==> config.mk <==
export PLATFORM = sky130hd
export DESIGN_NAME = inject_sequencer
export DESIGN_NICKNAME = d
export VERILOG_FILES = /design/src/rtl/inject_sequencer_pkg.sv /design/src/rtl/noc_timeout_timer.sv /design/src/rtl/inject_sequencer.sv
export SDC_FILE = /design/constraint.sdc
export NUM_CORES = 1
export LEC_CHECK = 0
export CAP_MARGIN = 15
export CELL_PAD_IN_SITES_DETAIL_PLACEMENT = 0
export CELL_PAD_IN_SITES_GLOBAL_PLACEMENT = 1
export CORE_MARGIN = 2
export CORE_UTILIZATION = 39
export DETAILED_ROUTE_END_ITERATION = 6
export PLACE_DENSITY = 0.77
export SKIP_CTS_REPAIR_TIMING = 1
export SYNTH_ARGS = -nofsm -noshare
export SYNTH_HDL_FRONTEND = slang
export SYNTH_SLANG_ARGS = --single-unit
==> constraint.sdc <==
create_clock -name clk -period 2.5 [get_ports clk]
set_input_delay 0.5 -clock clk [delete_from_list [all_inputs] [get_ports clk]]
set_output_delay 0.5 -clock clk [all_outputs]
set_load 0.02 [all_outputs]
==> src/rtl/inject_sequencer_pkg.sv <==
// Shared NoC definitions: network sizing defaults, the injection-sequencer
// state encoding and a timer width helper. Used by the test-packet selector,
// the router tops and the injection sequencer.
package inject_sequencer_pkg;

  localparam int unsigned NOC_N_ROUTERS = 121;   // routers in the network
  localparam int unsigned NOC_PKT_W     = 15;    // 1 emulation/valid bit + 14 payload bits
  localparam int unsigned NOC_ID_W      = 7;     // router index width
  localparam int unsigned NOC_TMO       = 1023;  // delivery timeout in cycles
  localparam int unsigned NOC_STEP_W    = 7;     // width of one step count

  // Test packet as seen on the injection port at default sizing.
  typedef struct packed {
    logic                  emu;
    logic [NOC_STEP_W-1:0] step2;
    logic [NOC_STEP_W-1:0] step1;
  } noc_pkt_t;

  typedef enum logic [2:0] {
    ST_IDLE   = 3'd0,
    ST_INJECT = 3'd1,
    ST_WAIT   = 3'd2,
    ST_NEXT   = 3'd3,
    ST_FINISH = 3'd4
  } seq_state_e;

  // Bits needed to hold 0..tmo.
  function automatic int unsigned timer_width(input int unsigned tmo);
    return (tmo < 1) ? 1 : $clog2(tmo + 1);
  endfunction

endpackage

==> src/rtl/noc_timeout_timer.sv <==
// Delivery timeout timer.
//   clk, rst_n : clock, async active-low reset
//   clear_i    : restart counting from zero
//   enable_i   : count this cycle
//   expire_o   : registered; high during the enabled cycle whose closing edge
//                takes the count to TMO, so a consumer sampling it on that
//                edge acts exactly when the timer reaches TMO.
// TMO must be at least 1.
module noc_timeout_timer
  import inject_sequencer_pkg::*;
#(
  parameter int unsigned TMO = NOC_TMO
) (
  input  logic clk,
  input  logic rst_n,
  input  logic clear_i,
  input  logic enable_i,
  output logic expire_o
);

  localparam int unsigned TIMER_W = timer_width(TMO);
  localparam logic [TIMER_W-1:0] CNT_TMO  = TIMER_W'(TMO);
  localparam logic [TIMER_W-1:0] CNT_LAST = TIMER_W'(TMO - 1);

  logic [TIMER_W-1:0] count_q, count_d;
  logic               expire_q, expire_d;

  // Count up, stop at TMO.
  always_comb begin
    count_d = count_q;
    if (clear_i) begin
      count_d = '0;
    end else if (enable_i && (count_q != CNT_TMO)) begin
      count_d = count_q + TIMER_W'(1);
    end
  end

  // Look-ahead flag; dropped whenever counting pauses so it never goes stale.
  always_comb begin
    expire_d = (clear_i || enable_i) && (count_d == CNT_LAST);
  end

  always_ff @(posedge clk or negedge rst_n) begin
    if (!rst_n) begin
      count_q  <= '0;
      expire_q <= 1'b0;
    end else begin
      count_q  <= count_d;
      expire_q <= expire_d;
    end
  end

  assign expire_o = expire_q;

endmodule

==> src/rtl/inject_sequencer.sv <==
// Injection sequencer: injects a latched test packet into one router, or into
// every router in turn, waits for each delivery report or a timeout, and
// tallies passes and failures for the run.
//   start/abort/mode/src_sel/payload : run control
//   inj_valid/inj_router/inj_pkt     : injection port, inj_ready handshake
//   dlv_valid/dlv_src                : delivery reports from the network
//   busy/done/err/pass_cnt/fail_cnt  : run status, all registered
module inject_sequencer
  import inject_sequencer_pkg::*;
#(
  parameter int unsigned N_ROUTERS = NOC_N_ROUTERS,
  parameter int unsigned PKT_W     = NOC_PKT_W,
  parameter int unsigned ID_W      = NOC_ID_W,
  parameter int unsigned TMO       = NOC_TMO
) (
  input  logic              clk,
  input  logic              rst_n,
  input  logic              start,
  input  logic              abort,
  input  logic              mode,
  input  logic [ID_W-1:0]   src_sel,
  input  logic [PKT_W-2:0]  payload,
  input  logic              inj_ready,
  input  logic              dlv_valid,
  input  logic [ID_W-1:0]   dlv_src,
  output logic              inj_valid,
  output logic [ID_W-1:0]   inj_router,
  output logic [PKT_W-1:0]  inj_pkt,
  output logic              busy,
  output logic              done,
  output logic              err,
  output logic [ID_W:0]     pass_cnt,
  output logic [ID_W:0]     fail_cnt
);

  localparam int unsigned PL_W  = PKT_W - 1;
  localparam int unsigned CNT_W = ID_W + 1;
  localparam logic [CNT_W-1:0] CNT_MAX = {CNT_W{1'b1}};
  localparam logic [ID_W-1:0]  LAST_ID = ID_W'(N_ROUTERS - 1);

  seq_state_e        state_q, state_d;
  logic [ID_W-1:0]   cur_q, cur_d;
  logic [PL_W-1:0]   payload_q, payload_d;
  logic              mode_q, mode_d;
  logic              inj_valid_q, inj_valid_d;
  logic [ID_W-1:0]   inj_router_q, inj_router_d;
  logic [PKT_W-1:0]  inj_pkt_q, inj_pkt_d;
  logic              busy_q, busy_d;
  logic              done_q, done_d;
  logic              err_q, err_d;
  logic [CNT_W-1:0]  pass_q, pass_d;
  logic [CNT_W-1:0]  fail_q, fail_d;

  logic tmr_clear, tmr_enable, tmr_expire;
  logic src_ok_c, hs_c, dlv_hit_c;

  assign src_ok_c  = 32'(src_sel) < N_ROUTERS;
  assign hs_c      = (state_q == ST_INJECT) && inj_valid_q && inj_ready;
  assign dlv_hit_c = dlv_valid && (dlv_src == cur_q);

  noc_timeout_timer #(
    .TMO (TMO)
  ) u_timer (
    .clk      (clk),
    .rst_n    (rst_n),
    .clear_i  (tmr_clear),
    .enable_i (tmr_enable),
    .expire_o (tmr_expire)
  );

  // Next state and next registered outputs.
  always_comb begin
    state_d      = state_q;
    cur_d        = cur_q;
    payload_d    = payload_q;
    mode_d       = mode_q;
    inj_valid_d  = 1'b0;
    inj_router_d = inj_router_q;
    inj_pkt_d    = '0;
    busy_d       = busy_q;
    done_d       = 1'b0;
    err_d        = 1'b0;
    pass_d       = pass_q;
    fail_d       = fail_q;
    tmr_clear    = 1'b0;
    tmr_enable   = 1'b0;

    if ((state_q != ST_IDLE) && abort) begin
      // Abort wins over every other event; counters keep their tallies.
      state_d = ST_IDLE;
      busy_d  = 1'b0;
    end else begin
      unique case (state_q)
        ST_IDLE: begin
          if (start) begin
            if (mode || src_ok_c) begin
              payload_d = payload;
              mode_d    = mode;
              cur_d     = mode ? '0 : src_sel;
              pass_d    = '0;
              fail_d    = '0;
              busy_d    = 1'b1;
              state_d   = ST_INJECT;
            end else begin
              err_d = 1'b1;
            end
          end
        end

        ST_INJECT: begin
          if (hs_c) begin
            tmr_clear = 1'b1;
            state_d   = ST_WAIT;
          end else begin
            // Hold the offer with stable fields until it is taken.
            inj_valid_d  = 1'b1;
            inj_router_d = cur_q;
            inj_pkt_d    = {1'b1, payload_q};
          end
        end

        ST_WAIT: begin
          tmr_enable = 1'b1;
          // A matching report on the expiry edge still counts as a pass.
          if (dlv_hit_c) begin
            pass_d  = (pass_q == CNT_MAX) ? pass_q : pass_q + CNT_W'(1);
            state_d = ST_NEXT;
          end else if (tmr_expire) begin
            fail_d  = (fail_q == CNT_MAX) ? fail_q : fail_q + CNT_W'(1);
            state_d = ST_NEXT;
          end
        end

        ST_NEXT: begin
          if (!mode_q || (cur_q == LAST_ID)) begin
            done_d  = 1'b1;
            busy_d  = 1'b0;
            state_d = ST_FINISH;
          end else begin
            cur_d   = cur_q + ID_W'(1);
            state_d = ST_INJECT;
          end
        end

        ST_FINISH: begin
          state_d = ST_IDLE;
        end

        default: begin
          state_d = ST_IDLE;
          busy_d  = 1'b0;
        end
      endcase
    end
  end

  // State and output registers.
  always_ff @(posedge clk or negedge rst_n) begin
    if (!rst_n) begin
      state_q      <= ST_IDLE;
      cur_q        <= '0;
      payload_q    <= '0;
      mode_q       <= 1'b0;
      inj_valid_q  <= 1'b0;
      inj_router_q <= '0;
      inj_pkt_q    <= '0;
      busy_q       <= 1'b0;
      done_q       <= 1'b0;
      err_q        <= 1'b0;
      pass_q       <= '0;
      fail_q       <= '0;
    end else begin
      state_q      <= state_d;
      cur_q        <= cur_d;
      payload_q    <= payload_d;
      mode_q       <= mode_d;
      inj_valid_q  <= inj_valid_d;
      inj_router_q <= inj_router_d;
      inj_pkt_q    <= inj_pkt_d;
      busy_q       <= busy_d;
      done_q       <= done_d;
      err_q        <= err_d;
      pass_q       <= pass_d;
      fail_q       <= fail_d;
    end
  end

  assign inj_valid  = inj_valid_q;
  assign inj_router = inj_router_q;
  assign inj_pkt    = inj_pkt_q;
  assign busy       = busy_q;
  assign done       = done_q;
  assign err        = err_q;
  assign pass_cnt   = pass_q;
  assign fail_cnt   = fail_q;

endmodule

==> flow_metrics.py <==
metrics = {
    "status": {
        "status": "finished, final reports clean",
    },
    "timing": {
        "worstMarginPinSlew_ns": 0.570,
        "setup_viol": 0,
        "clock.fmax_mhz": 449,
        "hold_viol": 0,
        "fin_crit_ns": 2.23,
        "fin_worst_skew_ns": 0.0124,
        "report.final.slew_viol_count": 0,
        "min_period_over_period": 0.891,
        "relSlewSlack": 0.620,
        "hold_slack_ns": 0.118,
        "rsz0062_at_grt": "false",
    },
    "finish": {
        "final_util": 0.522,
        "insertedDiodeCount": 0,
        "layout-drive-gt1-share": 0.112,
        "stdcell_count": 614,
        "area_growth_pct": 32.0,
        "n_fill_cell": 909,
        "fin_nets": 516,
    },
    "global_route": {
        "grt_pass1_wl_mm": 14.4,
        "grt_pass1_vias": 2970,
        "grt_use_total": 0.175,
        "antenna_found_initial": 0,
        "grt_max_degree": 38,
        "gr-total-overflow": 0,
    },
    "placement": {
        "hpwlAfterDp_mm": 6.60,
        "port_buffers": 76,
        "dp_cells": 598,
        "gp_congestion": 0.868,
    },
    "clock_network": {
        "clk_latency_ns": 0.34,
        "cts.sinks": 77,
        "cts_buffers": 9,
        "htree_levels": 3,
        "cts.clk_slew.worst_paths_ns": 0.08,
        "cts-root-buf": "clkbuf_8",
        "clock_tree.buffer_depth": 2,
        "cts_tree": "yes",
    },
    "power_and_ir_drop": {
        "power.density_nw_per_um2": 815,
        "p_leak_nw": 2.22,
        "peakVddDrop_mv": 0.346,
    },
    "critical_path": {
        "worstPathCellList": "clkdlybuf4s50_1 -> or4b_4 -> o21a_1 -> a211oi_1 -> nor4_1 -> and4b_1",
        "criticalPathCategory": "input pin to flop",
        "crit_fanout": 7,
        "critPathRequiredTime_ns": 2.73,
        "critical_path_depth": 6,
        "startpoint_type": "input pin",
        "crit_buf_inv": 1,
        "slowest_stage": "or4b_4",
        "worstPathArrival_ns": 2.46,
        "timing.critical_path.slowest_cell_delay_ns": 0.65,
        "path_delay_family": "simple AND/OR/NAND/NOR gates",
        "crit_path_end_kind": "flop",
        "reg2reg_depth": 5,
    },
    "floorplanning": {
        "initial_core_util": 0.395,
        "die-area_um2": 10600,
        "ios": 77,
        "core_area_um2": 9640,
        "die_x_um": 103,
        "rows": 36,
        "die_y_um": 103,
    },
    "detailed_routing": {
        "dr.first_iter.drc_count": 159,
        "viasPerCell": 5.12,
        "drt-total-wl_mm": 8.91,
        "first_pass_iters": 4,
        "post_drt_wl_per_cell_um": 14.5,
        "drc": 0,
        "num_vias": 3144,
        "ant_nets": 0,
    },
    "synth": {
        "yosysWarnings": 0,
        "syn_avg_cell_area_um2": 9.87,
        "synth_edf_count": 0,
        "ys_ff_latch": 77,
        "synth_nets": 426,
        "syn-cell-area_um2": 3810,
        "ys_seq_area_frac": 0.506,
        "synthArstFlopShare": 1.00,
        "synth_flop_cell": "dfrtp_1",
        "postSynthCellCount": 386,
        "synth_cell_types": 55,
    },
    "min_path": {
        "hold_class": "input pin to async pin",
    },
    "run": {
        "drv_cap": 0,
    },
}
-- per-layer routing --
layer,track usage,vias up,part of all wire
met5,0,-,0
met4,0.0577,0,0.0095
met3,0.0278,8,0.033
met2,0.282,59,0.49
met1,0.243,1525,0.47
li1,-,1552,-
-- sequential cells by signal, summed over array words and instances (netlist names) --
name	cells
inj_router	7
done	1
mode_q	1
err	1
u_timer.count_q	10
payload_q	14
busy	1
fail_cnt	8
cur_q	7
inj_pkt	15
pass_cnt	8
state_q	3
u_timer.expire_o	1
-- cells in the final DEF, fill, tap and decap left out, types with 5 or more instances in the layout --
| master | n |
|---|---|
| nand3_1 | 18 |
| and2_1 | 20 |
| nor3_1 | 5 |
| and3_1 | 6 |
| nand2_1 | 75 |
| nor2_1 | 17 |
| dfrtp_1 | 77 |
| ha_1 | 5 |
| nor2b_1 | 8 |
| clkdlybuf4s50_1 | 75 |
| a21oi_1 | 16 |
| buf_4 | 20 |
| inv_1 | 5 |
| o21ai_0 | 16 |
| a21o_1 | 6 |
| o31ai_1 | 7 |
| mux2_2 | 9 |
| a31oi_1 | 7 |
| clkbuf_8 | 9 |
| xor2_1 | 7 |
-- through the flow --
step	total power [mW]	instance area, um2	worst slack, ns	setup TNS, ns
2_1_floorplan	2.53	3810	0.511	0
3_3_place_gp	3.06	4810	-0.0260	-0.0260
3_5_place_dp	3.09	4810	-0.0651	-0.0842
4_1_cts	4.16	5030	0.308	0
6_report	4.10	5030	0.273	0
5_1_grt	4.36	5030	0.231	0
-- kinds of logic (layout without fill, tap and decap cells) --
kind of cell    count (synthesis)  in the layout  share of synthesized area
buf+inv                        22            117                     0.0289
simple gates                  179            179                      0.241
compound gates                 80             80                      0.148
fa+ha+maj                       5              5                     0.0164
xor+xnor                       11             11                     0.0253
mux                            12             12                     0.0345
flops                          77             77                      0.506
-- cell type report --
type	instances	area, um2	area share
Clock inverter	6	95.1	0.0189
Multi-Input combinational cell	287	1770	0.353
Timing Repair Buffer	96	921	0.183
Sequential cell	77	1930	0.383
Clock buffer	10	128	0.0254
Inverter	5	18.8	0.00373
Tap cell	133	166	0.0331
-- cells in the mapped netlist, types with 3 or more instances --
library cell / instances / area [um2]
nand2_1: 75 / 282
a21o_1: 6 / 45.0
nand4_1: 3 / 18.8
buf_2: 7 / 35.0
o31ai_1: 7 / 52.6
o211ai_1: 4 / 30.0
and3_1: 6 / 37.5
clkbuf_1: 7 / 26.3
nor2_1: 17 / 63.8
nor4b_1: 4 / 35.0
a31oi_1: 7 / 43.8
and4_1: 4 / 35.0
mux2_2: 9 / 101
nor2b_1: 8 / 50.1
nand2b_1: 4 / 25.0
xor2_1: 7 / 61.3
mux2i_1: 3 / 30.0
and2_1: 20 / 125
a22o_1: 4 / 35.0
o21ai_0: 16 / 80.1
a21oi_1: 16 / 80.1
xnor2_1: 4 / 35.0
nand3_1: 18 / 90.1
dfrtp_1: 77 / 1930
nor3_1: 5 / 25.0
o41ai_1: 3 / 26.3
ha_1: 5 / 62.6
inv_1: 5 / 18.8
-- report_power, final --
group          total [mW]  internal (mW)  switching, mW
clock                1.05          0.573          0.478
sequential           1.78           1.54          0.238
combinational        1.26          0.609          0.656
total                4.10           2.73           1.37
-- worst paths after layout --
path | startpoint | slack [ns] | to
worst max-delay path | abort | 0.27 | u_timer.expire_o$_DFF_PN0_
worst min-delay path | rst_n | 0.12 | inj_router[5]$_DFFE_PN0P_
worst max register to register | state_q[0]$_DFFE_PN0P_ | 0.44 | u_timer.expire_o$_DFF_PN0_
worst min register to register | payload_q[2]$_DFFE_PN0P_ | 0.47 | payload_q[2]$_DFFE_PN0P_
max in group asynchronous | rst_n | 1.80 | payload_q[4]$_DFFE_PN0P_
min in group clk | payload_q[2]$_DFFE_PN0P_ | 0.47 | payload_q[2]$_DFFE_PN0P_
Note: power is estimated with default switching activity, not from simulation.
